## config.mk

```make
export PLATFORM = sky130hd
export DESIGN_NAME = z_mp_add_seq
export DESIGN_NICKNAME = d
export VERILOG_FILES = /design/src/rtl/z_mp_add_seq.sv
export SDC_FILE = /design/constraint.sdc
export NUM_CORES = 1
export LEC_CHECK = 0
export CAP_MARGIN = 20
export CORE_ASPECT_RATIO = 0.6
export CORE_MARGIN = 8
export CORE_UTILIZATION = 51
export CTS_CLUSTER_SIZE = 28
export DETAILED_ROUTE_END_ITERATION = 7
export PLACE_DENSITY = 0.85
export RECOVER_POWER = 100
export SETUP_SLACK_MARGIN = 0.15
export SLEW_MARGIN = 40
export SYNTH_ARGS = -nofsm -noshare
export SYNTH_HDL_FRONTEND = slang
export SYNTH_SLANG_ARGS = --single-unit
```

## constraint.sdc

```tcl
create_clock -name clk -period 10.2 [get_ports clk]
set_input_delay 2.04 -clock clk [delete_from_list [all_inputs] [get_ports clk]]
set_output_delay 2.04 -clock clk [all_outputs]
set_load 0.1 [all_outputs]
```

## src/rtl/z_mp_add_seq.sv

```systemverilog
// z_n_csa: carry-select adder of K blocks, M bits each.
// Latency: combinational.
// Backpressure: none.
// Ports: a, b (K*M-bit operands), c_in (carry in), sum (K*M-bit result), c_out (carry out).
module z_n_csa #(
  parameter int K = 8,
  parameter int M = 4
) (
  input  logic [K*M-1:0] a,
  input  logic [K*M-1:0] b,
  input  logic           c_in,
  output logic [K*M-1:0] sum,
  output logic           c_out
);

  logic [K:0] c;

  assign c[0] = c_in;

  // Each block computes both possible results up front. The incoming carry
  // then only drives one mux per block, not a full ripple through the block.
  for (genvar j = 0; j < K; j++) begin : g_blk
    logic [M:0] s0;
    logic [M:0] s1;
    assign s0 = {1'b0, a[j*M +: M]} + {1'b0, b[j*M +: M]};
    assign s1 = s0 + {{M{1'b0}}, 1'b1};
    assign sum[j*M +: M] = c[j] ? s1[M-1:0] : s0[M-1:0];
    assign c[j+1]        = c[j] ? s1[M]     : s0[M];
  end

  assign c_out = c[K];

endmodule

// z_mp_add_seq: multi-precision adder. It adds one N-bit word per cycle,
// least-significant word first, and carries between words through carry_q.
// Latency: 1 cycle from input handshake to sum_word.
// Backpressure: a stalled output register (out_valid && !out_ready) deasserts in_ready.
// Ports: start/num_words/c_in start an operation; in_valid/in_ready/a_word/b_word
// carry the operand words; out_valid/out_ready/sum_word/out_last carry the sum words;
// c_out is the final carry; busy is high in RUN and DRAIN; done is the completion pulse.
module z_mp_add_seq #(
  parameter int N     = 32,
  parameter int CNT_W = 4
) (
  input  logic             clk,
  input  logic             rst_n,
  input  logic             start,
  input  logic [CNT_W-1:0] num_words,
  input  logic             c_in,
  input  logic             in_valid,
  output logic             in_ready,
  input  logic [N-1:0]     a_word,
  input  logic [N-1:0]     b_word,
  output logic             out_valid,
  input  logic             out_ready,
  output logic [N-1:0]     sum_word,
  output logic             out_last,
  output logic             c_out,
  output logic             busy,
  output logic             done
);

  localparam int CSA_K = 8;
  localparam int CSA_M = N / CSA_K;

  typedef enum logic [1:0] {
    S_IDLE  = 2'd0,
    S_RUN   = 2'd1,
    S_DRAIN = 2'd2,
    S_DONE  = 2'd3
  } state_t;

  state_t           state_q,     state_d;
  logic [CNT_W-1:0] remaining_q, remaining_d;
  logic             carry_q,     carry_d;
  logic [N-1:0]     sum_word_q,  sum_word_d;
  logic             out_valid_q, out_valid_d;
  logic             out_last_q,  out_last_d;
  logic             c_out_q,     c_out_d;

  logic [N-1:0] csa_sum;
  logic         csa_cout;
  logic         in_hs;
  logic         out_hs;

  z_n_csa #(
    .K (CSA_K),
    .M (CSA_M)
  ) u_csa (
    .a     (a_word),
    .b     (b_word),
    .c_in  (carry_q),
    .sum   (csa_sum),
    .c_out (csa_cout)
  );

  always_comb begin
    state_d     = state_q;
    remaining_d = remaining_q;
    carry_d     = carry_q;
    sum_word_d  = sum_word_q;
    out_valid_d = out_valid_q;
    out_last_d  = out_last_q;
    c_out_d     = c_out_q;
    in_ready    = 1'b0;
    in_hs       = 1'b0;
    out_hs      = out_valid_q && out_ready;

    case (state_q)
      S_IDLE: begin
        // A zero-length request would never produce a last word, so it is dropped.
        if (start && (num_words != '0)) begin
          remaining_d = num_words;
          carry_d     = c_in;
          state_d     = S_RUN;
        end
      end
      S_RUN: begin
        // The output register can take a new word when it is empty or is
        // being drained in this same cycle.
        in_ready = !out_valid_q || out_ready;
        in_hs    = in_valid && in_ready;
        if (in_hs) begin
          sum_word_d  = csa_sum;
          carry_d     = csa_cout;
          out_valid_d = 1'b1;
          out_last_d  = (remaining_q == CNT_W'(1));
          remaining_d = remaining_q - CNT_W'(1);
          if (remaining_q == CNT_W'(1)) begin
            state_d = S_DRAIN;
          end
        end else if (out_hs) begin
          out_valid_d = 1'b0;
        end
      end
      S_DRAIN: begin
        if (out_hs && out_last_q) begin
          out_valid_d = 1'b0;
          out_last_d  = 1'b0;
          c_out_d     = carry_q;
          state_d     = S_DONE;
        end
      end
      S_DONE: begin
        state_d = S_IDLE;
      end
      default: begin
        state_d = S_IDLE;
      end
    endcase
  end

  always_ff @(posedge clk or negedge rst_n) begin
    if (!rst_n) begin
      state_q     <= S_IDLE;
      remaining_q <= '0;
      carry_q     <= 1'b0;
      sum_word_q  <= '0;
      out_valid_q <= 1'b0;
      out_last_q  <= 1'b0;
      c_out_q     <= 1'b0;
    end else begin
      state_q     <= state_d;
      remaining_q <= remaining_d;
      carry_q     <= carry_d;
      sum_word_q  <= sum_word_d;
      out_valid_q <= out_valid_d;
      out_last_q  <= out_last_d;
      c_out_q     <= c_out_d;
    end
  end

  assign out_valid = out_valid_q;
  assign sum_word  = sum_word_q;
  assign out_last  = out_last_q;
  assign c_out     = c_out_q;
  assign busy      = (state_q == S_RUN) || (state_q == S_DRAIN);
  assign done      = (state_q == S_DONE);

endmodule

```

==> reports/results.tsv, run 1 <==
stage	metric	value	unit
pwr	IR Drop Worst-Case VDD	0.000214	V
critical_path	Critical Path RT	10.29	ns
min_path	Hold Startpoint	sum_word[12]	
place	gpl congestion	0.801	
floorplanning	die width	124	um
detailed_routing	Pre-antenna DRT Iters	4	
critical_path	Setup crit start	a_word[0]	
pwr	Tot Pwr	1.43	mW
detailed_routing	Remaining DRCs	0	
sta	clk_skew	0.00767	ns
floorplanning	die footprint	10000	um2
run	max cap viols	2	
synthesis	post-synthesis register bit count	42	
clock_network	# Post-CTS Setup Buffers	0	
detailed_routing	DR vias	3228	
sta	setup ws final	2.57	ns
final_layout	Layout Nets	626	
place	Setup Slack @ Placement	2.98	ns
final_layout	final non-filler cell total	585	
floorplanning	I/O pin count	112	
critical_path	Critical Path AT	7.71	ns
sta	post-layout min period	7.63	ns
synthesis	Cells after Synth	387	
critical_path	Setup crit start kind	input pin	
sta	Final setup viols	0	
pwr	power per cell area	306	nW/um2
detailed_routing	final WL	9550	um
floorplanning	Initial Utilization	53.2	%
synthesis	count of cell types in the netlist	44	
synthesis	synthesized cell area	3580	um2
sta	Final Slew Violations	106	
synthesis	Syn Nets	516	
place	HPWL Detailed	7640	um
global_route	Tot GR Track Use	19.0	%
global_route	global route total overflow	0	
clock_network	worst skew pair latency	0.28	ns
pwr	leakage power	2.09	nW
detailed_routing	Wirelength per Cell	16.3	um
critical_path	WS Path Type	in2reg	
critical_path	worst r2r src	carry_q	
final_layout	ANT cells	0	
status	violated checks	max-capacitance violations, max-slew violations	
min_path	Hold Path Class	reg2reg	
floorplanning	die height	80.9	um
clock_network	CTS HTree Levels	2	
floorplanning	row count	23	
clock_network	clk root buf	clkbuf_16	
sta	worst rel slew slack	-51.5	%
critical_path	Max Fanout on Critical Path	8	
detailed_routing	DRT antenna net count	0	
sta	crit share post-route	74.8	%
clock_network	post-CTS resize count	0	
sta	Worst-Margin Slew	2.27	ns
global_route	first-pass GRT wire length	15500	um
floorplanning	Core Area	6730	um2
sta	hold violation count in the final report	0	
sta	unrepaired setup endpoints after global routing	no	
final_layout	layout cells sized above 1	2.21	%
clock_network	Post-CTS Hold Fix Bufs	0	
synthesis	number of flops mapped to enable cells by yosys	0	
critical_path	flop-to-flop setup slack	5.35	ns
clock_network	Worst-path clk slew	0.06	ns
synthesis	Syn. warnings	0	
clock_network	clock tree sinks	42	
clock_network	maximum clock path buffer count	2	
synthesis	commonest register cell after synthesis	dfrtp_1	
final_layout	Core Util, Final	69.2	%
detailed_routing	Initial DRC Count	145	
status	status	complete, but fails checks	
clock_network	TritonCTS clock tree	done	
detailed_routing	Vias per Instance	5.52	
final_layout	Area Overhead vs Synth	30.2	%
place	dpl cells	577	
critical_path	reg2reg end	sum_word[29]	
synthesis	mean post-synth cell area	9.25	um2
critical_path	Worst setup endpoint	sum_word[29]	
clock_network	cts bufs inserted	5	
synthesis	Seq/Total Area, Yosys	29.4	%
global_route	pin count of the biggest net entering global routing	63	
sta	sum of negative setup slack	0	ns
global_route	number of global-route vias before repair	3388	
global_route	initial antenna violation count	0	
synthesis	Async S/R FF share, synth	100	%
critical_path	worst r2r path cells	13	
critical_path	crit end category	register	
place	I/O Buffers	111	
sta	fmax	131	MHz
## flip-flops by register name, summed over array words and instances (netlist names)
| signal | flops |
|---|---|
| out_valid | 1 |
| carry_q | 1 |
| c_out | 1 |
| state_q | 2 |
| out_last | 1 |
| remaining_q | 4 |
| sum_word | 32 |
## cell usage after synthesis, types with 2 or more instances
library cell,count,area (um2)
nand3_1,13,65.1
a21oi_1,22,110
o31ai_1,2,15.0
mux2i_1,12,120
a21o_1,14,105
inv_1,16,60.1
xnor2_1,26,228
nand4b_1,2,17.5
a21boi_0,2,15.0
nand4_1,8,50.1
ha_1,47,588
nor3_1,4,20.0
nand2_1,52,195
xor2_1,17,149
o21ai_0,41,205
fa_1,8,160
nand2b_1,5,31.3
nor2_1,9,33.8
nand3b_1,3,22.5
clkbuf_1,7,26.3
mux2_2,2,22.5
nor2b_1,6,37.5
and3_1,6,37.5
dfrtp_1,42,1050
o21a_1,2,15.0
## layer usage
layer	global-route usage [%]	wire length, um
met1	22.9	4300
met2	32.0	4280
met3	5.47	761
met4	6.97	203
met5	0	0
## kinds of logic after synthesis
| family | count (synthesis) | synth area share, % |
|---|---|---|
| XOR/XNOR | 43 | 10.5 |
| buffers and inverters | 24 | 2.55 |
| adder cells (fa/ha/maj) | 55 | 20.9 |
| AND/OR/NAND/NOR | 114 | 15.9 |
| multiplexers | 16 | 4.79 |
| flip-flops | 42 | 29.4 |
| AO/OA/AOI/OAI | 93 | 16.0 |
## worst max-delay path, cell delays in order
cell,delay [ns]
dlygate4sd3_1,0.53
ha_1,0.17
inv_1,0.05
fa_1,0.53
inv_1,0.06
ha_1,0.21
nand2_1,0.10
nor3_1,0.06
mux2i_1,0.33
mux2_1,0.39
mux2_1,0.31
a221oi_1,0.93
nand4_4,0.19
mux2i_1,0.34
mux2i_1,0.41
mux2i_1,0.15
xnor2_1,0.57
mux2i_1,0.25
o21ai_0,0.08
## through the flow
step                      area, um2  hold WS (ns)
after floorplan                3580         0.473
after global placement         4770         0.462
after detailed placement       4590         0.465
after CTS                      4750         0.478
after global routing           4660         0.499
final                          4660         0.475
## report_power, final
group	leakage (nW)	total (mW)	internal [mW]	switching, mW
clock network	0.0781	0.180	0.116	0.0641
registers	0.522	0.301	0.246	0.0549
logic	1.49	0.944	0.181	0.763
total	2.09	1.42	0.543	0.882
## worst min path at each step
stage                                 to  slack [ns]  cells after the start
after floorplan           remaining_q[1]        0.47                      2
after global placement      sum_word[29]        0.46                      2
after detailed placement    sum_word[12]        0.46                      2
after CTS                   sum_word[12]        0.48                      2
after global routing        sum_word[12]        0.50                      2
final                       sum_word[12]        0.47                      2
## cell type report
cell class                      instances  area (um2)
Clock buffer                            7         133
Clock inverter                          1        30.0
Fill cell                             571        2070
Inverter                               16        60.1
Multi-Input combinational cell        321        2410
Sequential cell                        42        1050
Tap cell                               87         109
Timing Repair Buffer                  111         867
## cells in the final DEF, fill, tap and decap left out, types with 13 or more instances in the layout
| cell | count |
|---|---|
| clkdlybuf4s50_1 | 69 |
| inv_1 | 16 |
| clkbuf_1 | 41 |
| nand2_1 | 52 |
| mux2i_1 | 13 |
| a21o_1 | 14 |
| a21oi_1 | 22 |
| dfrtp_1 | 42 |
| xor2_1 | 17 |
| o21ai_0 | 41 |
| ha_1 | 47 |
| nand3_1 | 13 |
| xnor2_1 | 26 |
No activity file was read; power rests on OpenSTA's default activity.
==> run 2, diff against run 1 <==
- CORE_UTILIZATION: 51 -> 43
- PLACE_DENSITY: 0.85 -> 0.76
- clock period: 10.2 -> 6.4 ns (I/O delays scaled with it)
==> reports/results.tsv, run 2 (synthesis results as in run 1) <==
stage	metric	value	unit	change
sta	unrepaired setup endpoints after global routing	no		
detailed_routing	DR vias	3092		-4.2%
final_layout	most frequent cells in the layout	clkdlybuf4s50_1, nand2_1, ha_1		
clock_network	TritonCTS clock tree	done		
detailed_routing	Vias per Instance	5.09		-7.7%
pwr	leakage power	2.10	nW	+0.29%
global_route	global route total overflow	0		unchanged
clock_network	maximum clock path buffer count	2		unchanged
detailed_routing	final WL	8970	um	-6.0%
critical_path	reg2reg end	sum_word[29]		
critical_path	cell mode on critical path	mux2i_1		
run	max cap viols	2		unchanged
floorplanning	Core Area	7980	um2	+18%
floorplanning	die footprint	11600	um2	+15%
status	status	complete, but fails checks		
global_route	initial antenna violation count	0		unchanged
final_layout	filler cell count in the final layout	758		+33%
clock_network	worst skew pair latency	0.28	ns	about the same
sta	setup ws final	0.490	ns	-2.08 ns
min_path	Hold Startpoint	sum_word[0]		
sta	Worst-Margin Slew	2.35	ns	+0.0790 ns
critical_path	Critical Path RT	6.47	ns	-3.82 ns
sta	post-layout min period	5.91	ns	
critical_path	Critical Path AT	5.98	ns	-1.73 ns
status	violated checks	max-capacitance violations, max-slew violations		
sta	crit share post-route	92.3	%	
pwr	IR Drop Worst-Case VDD	0.000212	V	-0.71%
critical_path	Crit path max-delay family	multiplexers		
critical_path	Max Fanout on Critical Path	8		unchanged
critical_path	worst path bufs/invs	3		unchanged
critical_path	crit end category	register		
global_route	pin count of the biggest net entering global routing	63		unchanged
critical_path	WS Path Type	in2reg		
detailed_routing	Remaining DRCs	0		unchanged
critical_path	Slowest-stage cell, CP	dlygate4sd3_1		
critical_path	Setup crit start kind	input pin		
final_layout	layout cells sized above 1	3.21	%	+1.0 points
detailed_routing	Wirelength per Cell	14.8	um	-9.4%
pwr	Tot Pwr	2.22	mW	+56%
place	Setup Slack @ Placement	0.0894	ns	-2.89 ns
detailed_routing	DRT antenna net count	0		unchanged
sta	hold violation count in the final report	0		unchanged
min_path	Hold Path Depth	2		unchanged
floorplanning	Initial Utilization	44.9	%	-8.3 points
sta	worst rel slew slack	-56.8	%	-5.3 points
floorplanning	row count	25		+8.7%
clock_network	clock tree sinks	42		unchanged
critical_path	worst r2r path cells	13		unchanged
final_layout	max reg flops	32		unchanged
global_route	Tot GR Track Use	15.2	%	-3.8 points
clock_network	CTS HTree Levels	2		unchanged
global_route	number of global-route vias before repair	3170		-6.4%
final_layout	Layout Nets	627		+0.16%
floorplanning	die width	134	um	+7.8%
clock_network	# Post-CTS Setup Buffers	0		unchanged
critical_path	worst r2r src	carry_q		
clock_network	cts bufs inserted	5		unchanged
pwr	power per cell area	472	nW/um2	+54%
place	HPWL Detailed	7470	um	-2.2%
min_path	Worst Hold Endpoint	sum_word[0]		
clock_network	clk root buf	clkbuf_16		
place	gpl congestion	0.758		-5.3%
final_layout	Core Util, Final	59.1	%	-10 points
floorplanning	die height	86.7	um	+7.1%
floorplanning	I/O pin count	112		unchanged
final_layout	Area Overhead vs Synth	31.6	%	
critical_path	flop-to-flop setup slack	2.52	ns	-2.83 ns
sta	clk_skew	0.00681	ns	-0.000861 ns
detailed_routing	Initial DRC Count	177		+22%
sta	sum of negative setup slack	0	ns	unchanged
global_route	first-pass GRT wire length	14800	um	-4.1%
detailed_routing	Pre-antenna DRT Iters	4		unchanged
sta	Final setup viols	0		unchanged
min_path	Hold Path Class	reg2reg		
critical_path	crit path cell chain	dlygate4sd3_1, ha_1, inv_1, fa_1, inv_1, ha_1, nand2_1, nor3_1, mux2i_1, mux2_1, mux2_4, a221oi_4, nand4_4, mux2i_2, mux2i_1, mux2i_1, xnor2_2, mux2i_1, o21ai_0		
final_layout	commonest non-fill, non-tap cell in the layout	clkdlybuf4s50_1		
clock_network	Worst-path clk slew	0.06	ns	about the same
sta	Final Slew Violations	106		unchanged
final_layout	ANT cells	0		unchanged
critical_path	slowest stage delay, CP	0.54	ns	-0.39 ns
sta	fmax	169	MHz	
place	I/O Buffers	111		unchanged
run 2: tightest hold or removal path, stage by stage, from the launching register on:
cell	delay, ns
dfrtp_1	0.34
nand2_1	0.04
o21ai_0	0.06
run 2: final cells by class:
cell class | instances | area, um2 | share of cell area, %
Multi-Input combinational cell | 321 | 2450 | 51.9
Tap cell | 108 | 135 | 2.87
Timing Repair Buffer | 112 | 871 | 18.5
Inverter | 16 | 60.1 | 1.27
Sequential cell | 42 | 1050 | 22.3
Clock inverter | 1 | 5.00 | 0.106
Clock buffer | 7 | 143 | 3.03
run 2: through the flow:
step           hold slack, ns  cells  instance area [um2]
3_3_place_gp            0.463    599                 4800
3_5_place_dp            0.465    599                 4620
6_report                0.476    607                 4710
5_1_grt                 0.508    607                 4710
2_1_floorplan           0.473    387                 3580
4_1_cts                 0.479    607                 4770
run 2: per-layer routing:
layer	routed length, um	part of all wire (%)	vias up	track usage (%)
li1	-	-	1595	-
met1	4470	50	1421	20.4
met2	3870	43	72	24.3
met3	578	6.4	4	3.93
met4	51	0.57	0	2.33
met5	0	0	-	0
run 2: how the worst max path moves through the flow:
stage / startpoint / to / slack [ns] / depth (start not counted)
after floorplan: a_word[0] / sum_word[30] / 0.95 / 18
after global placement: a_word[0] / sum_word[30] / 0.23 / 19
after detailed placement: b_word[0] / sum_word[30] / 0.09 / 19
after CTS: b_word[0] / sum_word[30] / 0.34 / 19
after global routing: b_word[0] / sum_word[29] / 0.15 / 19
final: b_word[0] / sum_word[29] / 0.49 / 19
run 2: power by group:
group | internal, mW | total [mW] | switching [mW] | leakage, nW
clock network | 0.155 | 0.254 | 0.0990 | 0.0739
logic | 0.290 | 1.49 | 1.20 | 1.50
registers | 0.392 | 0.478 | 0.0857 | 0.522
total | 0.836 | 2.22 | 1.39 | 2.10
run 2: repair_timing:
item,CTS,global route
hold buffers,0,0
setup endpoints to repair,0,5
gates resized for setup,0,1
==> run 3, diff against run 2 <==
- CORE_UTILIZATION: 43 -> 44
- PLACE_DENSITY: 0.76 -> 0.77
- SYNTH_HIERARCHICAL: not set -> 1
==> reports/results.tsv, run 3 <==
stage	metric	value	unit	change
detailed_routing	DR vias	2968		-4.0%
sta	fmax	165	MHz	-2.4%
synthesis	synth top area cells	dfrtp_1, ha_1, mux2_2		
final_layout	Area Overhead vs Synth	31.1	%	
sta	worst rel slew slack	-54.0	%	+2.8 points
final_layout	filler cell count in the final layout	770		+1.6%
sta	crit share post-route	94.6	%	+2.2 points
synthesis	most numerous cell in the Yosys netlist	ha_1		
pwr	IR Drop Worst-Case VDD	0.000407	V	+91%
critical_path	Setup crit start kind	input pin		
synthesis	most frequent cells after synthesis	ha_1, dfrtp_1, mux2_2		
floorplanning	die footprint	11700	um2	+0.91%
floorplanning	die height	87.1	um	+0.44%
synthesis	Seq/Total Area, Yosys	28.4	%	-0.97 points
clock_network	clk root buf	clkbuf_16		
floorplanning	row count	26		+4.0%
synthesis	post-synth top area share	28.4	%	-0.97 points
clock_network	cts bufs inserted	5		unchanged
sta	unrepaired setup endpoints after global routing	no		
min_path	Hold Path Class	reg2reg		
final_layout	Core Util, Final	58.3	%	-0.77 points
clock_network	maximum clock path buffer count	2		unchanged
status	violated checks	max-capacitance violations, max-slew violations		
synthesis	Yosys top cell by area	dfrtp_1		
run	max cap viols	2		unchanged
synthesis	Async S/R FF share, synth	100	%	unchanged
clock_network	Post-CTS Hold Fix Bufs	0		unchanged
synthesis	post-synthesis register bit count	42		unchanged
critical_path	Setup crit start	a_word[0]		
critical_path	Critical Path RT	6.56	ns	+0.09 ns
synthesis	count of cell types in the netlist	45		+2.3%
clock_network	CTS HTree Levels	2		unchanged
detailed_routing	Initial DRC Count	126		-29%
critical_path	Max Fanout on Critical Path	4		-4
detailed_routing	Vias per Instance	5.18		+1.7%
synthesis	synthesized cell area	3700	um2	+3.4%
final_layout	max reg flops	32		unchanged
final_layout	layout cells sized above 1	12.6	%	+9.4 points
clock_network	clock tree sinks	42		unchanged
critical_path	crit end category	register		
sta	Final Slew Violations	62		-42%
global_route	pin count of the biggest net entering global routing	43		-32%
synthesis	Cells after Synth	344		-11%
detailed_routing	Wirelength per Cell	15.4	um	+4.3%
pwr	leakage power	2.06	nW	-1.8%
final_layout	commonest non-fill, non-tap cell in the layout	clkdlybuf4s50_1		
floorplanning	Core Area	8330	um2	+4.4%
detailed_routing	final WL	8830	um	-1.5%
global_route	global route total overflow	0		unchanged
clock_network	Worst-path clk slew	0.06	ns	about the same
pwr	power per cell area	491	nW/um2	+4.1%
final_layout	ANT cells	0		unchanged
clock_network	worst skew pair latency	0.27	ns	about the same
place	HPWL Detailed	7370	um	-1.3%
critical_path	worst r2r src	carry_q		
detailed_routing	Remaining DRCs	0		unchanged
synthesis	Syn. warnings	6		+6
final_layout	most frequent cells in the layout	clkdlybuf4s50_1, ha_1, dfrtp_1		
floorplanning	die width	134	um	+0.47%
place	Post-DP Area	4750	um2	+2.7%
synthesis	Syn Nets	473		-8.3%
min_path	Hold Startpoint	sum_word[31]		
final_layout	Layout Nets	589		-6.1%
synthesis	number of flops mapped to enable cells by yosys	0		unchanged
global_route	Tot GR Track Use	15.4	%	+0.29 points
sta	Worst-Margin Slew	2.31	ns	-0.0420 ns
synthesis	mean post-synth cell area	10.8	um2	+16%
detailed_routing	DRT antenna net count	0		unchanged
sta	Final setup viols	0		unchanged
floorplanning	Initial Utilization	44.5	%	-0.42 points
sta	hold violation count in the final report	0		unchanged
synthesis	commonest register cell after synthesis	dfrtp_1		
sta	clk_skew	0.00364	ns	-0.00317 ns
critical_path	WS Path Type	in2reg		
place	I/O Buffers	111		unchanged
global_route	first-pass GRT wire length	14900	um	+0.69%
final_layout	post-route cell area	4850	um2	+3.1%
clock_network	TritonCTS clock tree	done		
place	gpl congestion	0.766		+1.0%
detailed_routing	Pre-antenna DRT Iters	4		unchanged
global_route	number of global-route vias before repair	3101		-2.2%
global_route	initial antenna violation count	0		unchanged
status	status	complete, but fails checks		
sta	Min Hold Slack	0.509	ns	+0.0338 ns
floorplanning	I/O pin count	112		unchanged
sta	post-layout min period	6.05	ns	+0.143 ns
critical_path	Critical Path AT	6.21	ns	+0.23 ns
==> run 3: cell types whose count changed in the layout (fill, tap and decap cells not counted), moves of 6 or more <==
cell and delta:
mux2_2 +40, o21ai_0 -36, nand2_1 -34, inv_1 -7
xnor2_1 +7, and3_1 -6, nand3_1 -6
==> run 3: final timing paths <==
check                      slack (ns)  depth (start not counted)            to
min reg2reg                      0.51                          1  sum_word[31]
max reg2reg                      2.21                         14       carry_q
max                              0.35                         18       carry_q
max in group asynchronous        3.39                          1  sum_word[15]
min                              0.51                          1  sum_word[31]
min in group asynchronous        1.69                          1  sum_word[24]
==> run 3: where the power goes <==
part,switching (mW),internal (mW),leakage (nW)
logic,1.25,0.381,1.49
registers,0.0979,0.403,0.498
clock network,0.0968,0.155,0.0739
total,1.45,0.938,2.06
==> run 3: worst max-delay path, stage by stage <==
cell,delay (ns)
clkdlybuf4s50_1,0.41
ha_1,0.23
fa_1,0.55
ha_1,0.19
nand2_1,0.11
o21ai_0,0.21
nand4_1,0.17
a221oi_2,0.38
mux2i_1,0.35
mux2i_1,0.40
mux2i_2,0.33
mux2i_2,0.34
mux2i_2,0.25
buf_4,0.17
mux2i_1,0.21
xor2_1,0.08
mux2_2,0.26
mux2_1,0.29
==> run 3: cells by family after synthesis <==
family	count (synthesis)	synth area share, %
buf+inv	15	1.86
compound gates	53	9.73
flops	42	28.4
fa+ha+maj	55	20.2
mux	57	17.2
xor+xnor	49	11.6
simple gates	73	11.1
==> run 3: final cells by class <==
cell class | instances | area (um2) | share of cell area, %
repair buffers | 115 | 905 | 18.6
well taps | 112 | 140 | 2.89
clock buffers | 7 | 143 | 2.94
flip-flops and latches | 42 | 1050 | 21.6
inverters | 9 | 33.8 | 0.696
clock inverters | 1 | 5.00 | 0.103
multi-input cells | 287 | 2580 | 53.1
==> run 3: what timing repair did <==
item                                    CTS  global route
endpoints found under the setup margin    0             2
endpoints found under the hold margin     0             0
buffers inserted                          0             3
resized for setup                         0             4
==> run 3: layer usage <==
metal / up-vias / GRT usage (%) / share of wire, %
met5: - / 0 / 0
met4: 0 / 2.13 / 0.22
met3: 2 / 5.13 / 7.2
met2: 90 / 24.0 / 43
met1: 1399 / 20.8 / 49
li1: 1477 / - / -
==> run 3: metrics by stage <==
step / setup slack [ns] / setup TNS [ns] / instances / power, mW
after CTS: 0.215 / 0 / 570 / 2.46
final: 0.348 / 0 / 573 / 2.38
after global placement: 0.0891 / 0 / 561 / 2.28
after detailed placement: -0.0363 / -0.0363 / 562 / 2.19
after global routing: 0.0751 / 0 / 573 / 2.51
after floorplan: 0.866 / 0 / 344 / 1.88
==> RTL edit: new RTL, flow settings as in run 2 <==
Make the reset (`rst_n`) synchronous in one clocked block.
--- a/src/rtl/z_mp_add_seq.sv
+++ b/src/rtl/z_mp_add_seq.sv
@@ -152,5 +152,5 @@
   end
 
-  always_ff @(posedge clk or negedge rst_n) begin
+  always_ff @(posedge clk) begin
     if (!rst_n) begin
       state_q     <= S_IDLE;
Function: differs if rst_n is asserted again (counterexample within 4 cycles, from zero or initial values and one cycle with rst_n low); with rst_n held inactive, the same outputs for 10 cycles.
==> RTL edit against run 2 <==
- wire length up 2.7%
- setup slack better by 110 ps
- total power down 27%
- critical path type unchanged
- synthesized area down 3.2%
- die area down 2.7%
- fmax up 1.8%
- synthesized cell count up 3.6%
- first-iteration DRC count down 18%
- clock power about the same
- sequential cell count unchanged
- design area down 2.9%
- clock skew down 3.7 ps
- critical endpoint is now sum_word[30]$_SDFFE_PN0P_
- non-clock buffer count down 1
==> RTL edit: results (changes against run 2) <==
Layout
  • Fraction of area in multi-input gates: 54.8% (+2.9 points)
  • Clock buffers and inverters, area share: 3.23% (+0.095 points)
  • Area added between synthesis and finish: 31.9%
  • Signal buffers: 111 (-0.89%)
  • Nets: 633 (+0.96%)
  • Signal buffers share of area: 19.1% (+0.62 points)

Place
  • DP Area: 4470 um^2 (-3.3%)
  • HPWL after detailed placement: 7.53 mm (+0.88%)
  • Placed cell count: 605 (+1.0%)

Worst setup path
  • R2r setup slk: 2470 ps (-50 ps)
  • Worst reg2reg path startpoint: carry_q$_SDFFE_PN0P_
  • Crit path capture: sum_word[30]$_SDFFE_PN0P_

Global routing
  • Met2 usage: 26.2% (+1.9 points)
  • M3 GR Usage: 3.73% (-0.19 points)
  • First-pass GRT wire length: 15.3 mm (+3.1%)
  • Largest net degree at the start of global routing: 54 (-14%)
  • GR Util All Layers: 16.0% (+0.83 points)

Synthesis
  • Syn_area_per_cell: 8.65 um^2 (-6.6%)
  • Async S/R FF share, synth: 0% (-100 points)
  • Synth area leaders: dfxtp_1 (24%), ha_1 (17%), xnor2_1 (5.3%), xor2_1 (4.8%), fa_1 (4.6%)
  • Sequential fraction of the synthesis area: 24.3% (-5.1 points)

Drt
  • Initial DRC count: 145 (-18%)
  • Via count: 3173 (+2.6%)
  • Avg WL per Cell: 15.0 um (+1.7%)

Min path
  • Hold Path End: sum_word[4]$_SDFFE_PN0P_

Die
  • Die Wd: 132 um (-1.4%)

Pwr
  • Clock share of power: 15.8% (+4.4 points)
  • Maximum VDD drop: 144 uV (-32%)
  • Leakage: 1.86 nW (-12%)
  • Psw: 0.000882 W (-36%)

Run status
  • Status: finished clean

Timing
  • Hold Slack: 454 ps (-21.4 ps)
[RTL edit: cell count changes after synthesis, sizes merged, moves of 5 or more]
cell	run 2	this run
dfxtp	0	42
o21ai	41	15
nand2	52	31
clkbuf	7	14
nor2b	6	1
a21oi	23	30
dfrtp	42	0
nor2	9	40
a211oi	0	20
[RTL edit: logic make-up (layout without fill, tap and decap cells)]
logic type	Yosys count	in the layout	synth area share, %
AND/OR/NAND/NOR	119	119	17.4
AO/OA/AOI/OAI	95	95	17.8
adder cells (fa/ha/maj)	55	55	21.6
XOR/XNOR	42	42	11.0
flip-flops	42	42	24.3
buffers and inverters	33	137	3.61
multiplexers	15	15	4.33
[RTL edit: critical path, stage by stage]
cell           delay (ps)
dlygate4sd3_1         540
ha_1                  190
inv_1                  70
fa_1                  430
inv_1                  80
ha_1                  130
nand2_1               100
a2111oi_0             320
nand3b_1              170
nand4b_4              180
nand4_1               120
and3_1                220
nor4_4                400
mux2i_1               350
mux2i_1               340
mux2i_1               390
xnor2_2               230
a21oi_1               140
a311o_1               290
